## src/rtl/cache_wb_ctrl.sv

```systemverilog
// -----------------------------------------------------------------------------
// cache_wb_ctrl
//   Direct-mapped, write-back, write-allocate data cache controller. It has
//   4 lines of 128-bit blocks (4 x 32-bit words) and sits between the CPU
//   load/store path and a combinational 1 KiB block memory. Each memory block
//   transfer (write-back or refill) is held for MEM_LAT cycles.
//
// Ports
//   clk, rst_n        clock (rising edge), asynchronous active-low reset
//   cpu_req           request valid, held stable until cpu_ready
//   cpu_we            1 = store word, 0 = load word
//   cpu_addr[9:0]     byte address: [9:6] tag, [5:4] index, [3:2] word
//   cpu_wdata[31:0]   store data
//   cpu_rdata[31:0]   load data, valid while cpu_ready = 1
//   cpu_ready         one-cycle completion pulse
//   cpu_hit           with cpu_ready: request needed no memory transfer
//   mem_addr[9:0]     block address {tag, index, 4'b0000}
//   mem_wt[127:0]     write block, word0 at [127:96]
//   mem_write         level write enable to memory
//   mem_rd[127:0]     read block from memory, same packing as mem_wt
// -----------------------------------------------------------------------------
module cache_wb_ctrl #(
    parameter int unsigned MEM_LAT = 4
) (
    input  logic         clk,
    input  logic         rst_n,
    input  logic         cpu_req,
    input  logic         cpu_we,
    input  logic [9:0]   cpu_addr,
    input  logic [31:0]  cpu_wdata,
    output logic [31:0]  cpu_rdata,
    output logic         cpu_ready,
    output logic         cpu_hit,
    output logic [9:0]   mem_addr,
    output logic [127:0] mem_wt,
    output logic         mem_write,
    input  logic [127:0] mem_rd
);

    typedef enum logic [2:0] {
        S_IDLE,
        S_COMPARE,
        S_WRITEBACK,
        S_ALLOCATE,
        S_RESP
    } state_t;

    localparam logic [3:0] LAT_LOAD = 4'(MEM_LAT - 1);

    state_t         r_state, w_state_nxt;
    logic [3:0]     r_cnt, w_cnt_nxt;

    // Latched request
    logic           r_req_we;
    logic [9:2]     r_req_addr;
    logic [31:0]    r_req_wdata;
    logic           r_nomem, w_nomem_nxt;

    // Line storage
    logic [3:0]     r_valid;
    logic [3:0]     r_dirty;
    logic [3:0]     r_tag  [4];
    logic [127:0]   r_data [4];

    // Registered outputs and their next values
    logic [31:0]    r_cpu_rdata, w_cpu_rdata_nxt;
    logic           r_cpu_ready, w_cpu_ready_nxt;
    logic           r_cpu_hit,   w_cpu_hit_nxt;
    logic [9:0]     r_mem_addr,  w_mem_addr_nxt;
    logic [127:0]   r_mem_wt,    w_mem_wt_nxt;
    logic           r_mem_write, w_mem_write_nxt;

    logic           w_latch_req;
    logic           w_line_fill;
    logic           w_line_store;

    logic [1:0]     w_idx;
    logic [3:0]     w_tag;
    logic [6:0]     w_lsb;
    logic [127:0]   w_line;
    logic           w_hit;
    logic [31:0]    w_word_rd;

    // Byte-offset bits are don't-care for word accesses.
    logic           w_unused_addr_lsb;
    assign w_unused_addr_lsb = ^cpu_addr[1:0];

    assign w_idx     = r_req_addr[5:4];
    assign w_tag     = r_req_addr[9:6];
    // Word 0 sits in the top 32 bits, so the bit offset is (3 - word) * 32.
    assign w_lsb     = {~r_req_addr[3:2], 5'b00000};
    assign w_line    = r_data[w_idx];
    assign w_hit     = r_valid[w_idx] && (r_tag[w_idx] == w_tag);
    assign w_word_rd = w_line[w_lsb +: 32];

    // NOTE: every signal driven here gets a default before the case statement,
    // so no path leaves a value unassigned and no latch is inferred.
    always_comb begin
        w_state_nxt     = r_state;
        w_cnt_nxt       = r_cnt;
        w_nomem_nxt     = r_nomem;
        w_cpu_rdata_nxt = r_cpu_rdata;
        w_cpu_ready_nxt = 1'b0;
        w_cpu_hit_nxt   = 1'b0;
        w_mem_addr_nxt  = r_mem_addr;
        w_mem_wt_nxt    = r_mem_wt;
        w_mem_write_nxt = 1'b0;
        w_latch_req     = 1'b0;
        w_line_fill     = 1'b0;
        w_line_store    = 1'b0;

        case (r_state)
            S_IDLE: begin
                if (cpu_req) begin
                    w_latch_req = 1'b1;
                    w_nomem_nxt = 1'b1;
                    w_state_nxt = S_COMPARE;
                end
            end

            S_COMPARE: begin
                if (w_hit) begin
                    if (r_req_we) begin
                        w_line_store = 1'b1;
                    end else begin
                        w_cpu_rdata_nxt = w_word_rd;
                    end
                    w_state_nxt = S_RESP;
                end else begin
                    w_nomem_nxt = 1'b0;
                    w_cnt_nxt   = LAT_LOAD;
                    if (r_valid[w_idx] && r_dirty[w_idx]) begin
                        w_mem_addr_nxt  = {r_tag[w_idx], w_idx, 4'b0000};
                        w_mem_wt_nxt    = w_line;
                        w_mem_write_nxt = 1'b1;
                        w_state_nxt     = S_WRITEBACK;
                    end else begin
                        w_mem_addr_nxt  = {w_tag, w_idx, 4'b0000};
                        w_state_nxt     = S_ALLOCATE;
                    end
                end
            end

            S_WRITEBACK: begin
                if (r_cnt == 4'd0) begin
                    // Write enable drops on the same edge the refill address appears.
                    w_cnt_nxt      = LAT_LOAD;
                    w_mem_addr_nxt = {w_tag, w_idx, 4'b0000};
                    w_state_nxt    = S_ALLOCATE;
                end else begin
                    w_cnt_nxt       = r_cnt - 4'd1;
                    w_mem_write_nxt = 1'b1;
                end
            end

            S_ALLOCATE: begin
                if (r_cnt == 4'd0) begin
                    w_line_fill = 1'b1;
                    w_state_nxt = S_COMPARE;
                end else begin
                    w_cnt_nxt = r_cnt - 4'd1;
                end
            end

            S_RESP: begin
                w_cpu_ready_nxt = 1'b1;
                w_cpu_hit_nxt   = r_nomem;
                w_state_nxt     = S_IDLE;
            end

            default: w_state_nxt = S_IDLE;
        endcase
    end

    // NOTE: state is updated with non-blocking assignments so every register
    // samples the pre-edge values regardless of statement order.
    always_ff @(posedge clk or negedge rst_n) begin
        if (!rst_n) begin
            r_state     <= S_IDLE;
            r_cnt       <= 4'd0;
            r_req_we    <= 1'b0;
            r_req_addr  <= '0;
            r_req_wdata <= '0;
            r_nomem     <= 1'b0;
            r_valid     <= '0;
            r_dirty     <= '0;
            r_tag       <= '{default: '0};
            r_cpu_rdata <= '0;
            r_cpu_ready <= 1'b0;
            r_cpu_hit   <= 1'b0;
            r_mem_addr  <= '0;
            r_mem_wt    <= '0;
            r_mem_write <= 1'b0;
        end else begin
            r_state     <= w_state_nxt;
            r_cnt       <= w_cnt_nxt;
            r_nomem     <= w_nomem_nxt;
            r_cpu_rdata <= w_cpu_rdata_nxt;
            r_cpu_ready <= w_cpu_ready_nxt;
            r_cpu_hit   <= w_cpu_hit_nxt;
            r_mem_addr  <= w_mem_addr_nxt;
            r_mem_wt    <= w_mem_wt_nxt;
            r_mem_write <= w_mem_write_nxt;
            if (w_latch_req) begin
                r_req_we    <= cpu_we;
                r_req_addr  <= cpu_addr[9:2];
                r_req_wdata <= cpu_wdata;
            end
            if (w_line_fill) begin
                r_valid[w_idx] <= 1'b1;
                r_dirty[w_idx] <= 1'b0;
                r_tag[w_idx]   <= w_tag;
            end else if (w_line_store) begin
                r_dirty[w_idx] <= 1'b1;
            end
        end
    end

    // NOTE: the data array has no reset; a line's contents are never used
    // until a refill has set its valid bit, and valid bits are reset above.
    always_ff @(posedge clk) begin
        if (w_line_fill) begin
            r_data[w_idx] <= mem_rd;
        end else if (w_line_store) begin
            r_data[w_idx][w_lsb +: 32] <= r_req_wdata;
        end
    end

    assign cpu_rdata = r_cpu_rdata;
    assign cpu_ready = r_cpu_ready;
    assign cpu_hit   = r_cpu_hit;
    assign mem_addr  = r_mem_addr;
    assign mem_wt    = r_mem_wt;
    assign mem_write = r_mem_write;

endmodule

```

## config.mk

```make
export PLATFORM = sky130hd
export DESIGN_NAME = cache_wb_ctrl
export DESIGN_NICKNAME = d
export VERILOG_FILES = /design/src/rtl/cache_wb_ctrl.sv
export SDC_FILE = /design/constraint.sdc
export NUM_CORES = 1
export LEC_CHECK = 0
export ABC_AREA = 0
export CORE_MARGIN = 2
export CORE_UTILIZATION = 55
export CTS_CLUSTER_DIAMETER = 30
export DETAILED_ROUTE_END_ITERATION = 10
export MAX_ROUTING_LAYER = met4
export PLACE_DENSITY = 0.78
export SLEW_MARGIN = 30
export SYNTH_ARGS = -nofsm -noshare
export SYNTH_HDL_FRONTEND = slang
export SYNTH_SLANG_ARGS = --single-unit
```

## constraint.sdc

```tcl
create_clock -name clk -period 6.4 [get_ports clk]
set_clock_uncertainty 0.05 [all_clocks]
set_input_delay 1.28 -clock clk [delete_from_list [all_inputs] [get_ports clk]]
set_output_delay 1.28 -clock clk [all_outputs]
set_load 0.005 [all_outputs]
```

==> impl_metrics.ini <==
[yosys]
synthesis.area_mm2 = 0.0313
synth_seq_cells = 754
synthFlopType = edfxtp_1
ys_types = 54
synth-edff-count = 512
synth_cells = 1767
yosys_warnings = 0
postSynthAreaPerCell_um2 = 17.7
synth-seq-area-share = 0.684
ys_async_sr_fraction = 0.321

[detailed_routing]
ant_nets = 0
drc = 0
via_per_inst = 6.05
via_count = 18608
drtIter0Drc = 1744
post_drt_wl_per_cell_um = 28.2
wl_um = 86700
first_pass_iters = 6

[critical_path]
critical_path.top_delay_family = buffers and inverters
cp.arrival_ns = 4.87
r2r_slack_ns = 1.87
cp_slowest_cell = a21oi_4
critPathMaxStageDelay_ns = 0.87
path_class = reg2reg
path_cells = buf_4, mux4_2, nand2_2, or3_1, a21oi_4, buf_12
cp-start-kind = flip-flop
crit_fanout = 55
cp-end-kind = flip-flop
crit_buf_inv = 2
cp.required_ns = 6.73

[finish]
stdcell_area_mm2 = 0.0411
drive_gt1_frac = 0.310
layout_common_cells = edfxtp_1, clkdlybuf4s50_1, dfrtp_1
syn_to_final_growth_pct = 31.4
final_util = 0.729
final_cells = 3076
mostFrequentLayoutCell = edfxtp_1
fin_nets = 2377

[floorplanning]
ioPinCount = 347
core_area_mm2 = 0.0564
die_area_mm2 = 0.0589
die_w_um = 243
die_height_um = 243
initial_core_util = 0.555
num_rows = 87

[sta]
maxSlewHeadroom = 0.314
maxSlewViolCount = 0
final_hold_viol_count = 0
post-route-min-period_ns = 4.53
fmax_mhz = 221
max_slew.worst_pin.slew_ns = 1.03
fin_crit_sh = 0.708
tns_ns = 0
rsz0062_at_grt = no
finalSetupViolCount = 0

[global_route]
grt_max_degree = 141
grt-ovfl-total = 0
track_usage = 0.309
grt_pass1_wl_um = 128000
antenna_found_initial = 3
grt_pass1_vias = 19812

[pwr]
ir_worst_vdd_mv = 0.330
total_power_mw = 20.6
powerDensity_mw_per_mm2 = 500
leakagePower_nw = 15.5

[flow_run]
max_cap_viol_count = 0

[clock_tree]
clkTransAtPathRegs_ns = 0.05
h-tree-depth = 4
clkSinkCount = 754
cts_resized = 0
cts_hold_buf = 0
cts_buffer_depth = 3
post-cts-setup-buffers = 0
cts-root-buf = clkbuf_16
insertion_delay_ns = 0.72
cts_buffers = 141
cts_tree = done

[placement]
hpwlAfterDp_um = 51400
port_buffers = 340
place_area_mm2 = 0.0359
dp.cells = 2808
gp_congestion = 0.841

[run_status]
status = finished, final reports clean

[worst_hold_path]
hp-class = reg2reg
==> area by class of cell <==
type / instances / area, um2
sequential: 754 / 21400
fill: 3295 / 15300
multi-input combinational: 779 / 9140
clock buffer: 177 / 4010
timing repair buffer: 383 / 3900
clock inverter: 87 / 1170
tap: 756 / 946
inverter: 137 / 514
antenna: 3 / 7.51
==> flip-flops by register name (all words and copies together), names as in the netlist, named ones only <==
| register | flops |
|---|---|
| r_valid | 4 |
| r_data | 512 |
| r_state | 3 |
| mem_addr | 6 |
| r_tag | 16 |
| r_req_wdata | 32 |
| cpu_rdata | 32 |
| r_cnt | 4 |
| mem_write | 1 |
| cpu_ready | 1 |
| r_req_addr | 8 |
| cpu_hit | 1 |
| r_req_we | 1 |
| r_nomem | 1 |
| mem_wt | 128 |
==> layer usage <==
layer | up-vias | part of all wire | track usage
met3 | 208 | 0.089 | 0.0660
li1 | 7615 | - | -
met5 | - | 0 | -
met4 | 0 | 0.042 | 0.141
met1 | 9676 | 0.37 | 0.388
met2 | 1109 | 0.50 | 0.489
==> cell families after synthesis <==
logic type	after synthesis	synth area share
other	1	0.000120
multiplexers	517	0.241
XOR/XNOR	4	0.00112
adder cells (fa/ha/maj)	7	0.00280
flip-flops	754	0.684
AO/OA/AOI/OAI	49	0.0105
buffers and inverters	237	0.0323
AND/OR/NAND/NOR	198	0.0283
==> per-stage QoR <==
step / hold WS, ns / setup WS (ns)
after floorplan: 0.379 / 2.24
after global placement: 0.395 / 2.01
after detailed placement: 0.403 / 1.95
after CTS: 0.419 / 1.94
after global routing: 0.426 / 1.78
final: 0.416 / 1.87
==> cell usage after synthesis, types with 5 or more instances <==
cell type	count	area [um2]
a21oi_1	19	95.1
buf_1	8	30.0
buf_2	22	110
buf_4	19	143
clkbuf_1	48	180
dfrtp_1	242	6060
edfxtp_1	512	15400
ha_1	7	87.6
inv_1	136	510
mux2_2	223	2510
mux2i_1	128	1280
mux4_2	166	3740
nand2_1	145	544
nand3_1	7	35.0
nor2_1	8	30.0
nor2b_1	5	31.3
o21ai_0	8	40.0
==> power breakdown <==
| group | internal, mW | switching [mW] | leakage [nW] | total (mW) |
|---|---|---|---|---|
| Clock | 5.40 | 2.55 | 2.50 | 7.95 |
| Combinational | 2.94 | 2.72 | 5.11 | 5.66 |
| Sequential | 6.20 | 0.759 | 7.84 | 6.96 |
| Total | 14.5 | 6.03 | 15.5 | 20.6 |
==> final timing paths <==
kind	depth (start not counted)	endpoint	start
setup / recovery	6	r_data[2][94]	r_req_addr[5]
hold / removal	1	r_nomem	r_nomem
setup reg to reg	6	r_data[2][94]	r_req_addr[5]
hold reg to reg	1	r_nomem	r_nomem
max in group asynchronous	2	cpu_rdata[16]	rst_n
min in group asynchronous	1	r_req_wdata[0]	rst_n
Note: power is estimated with default switching activity, not from simulation.
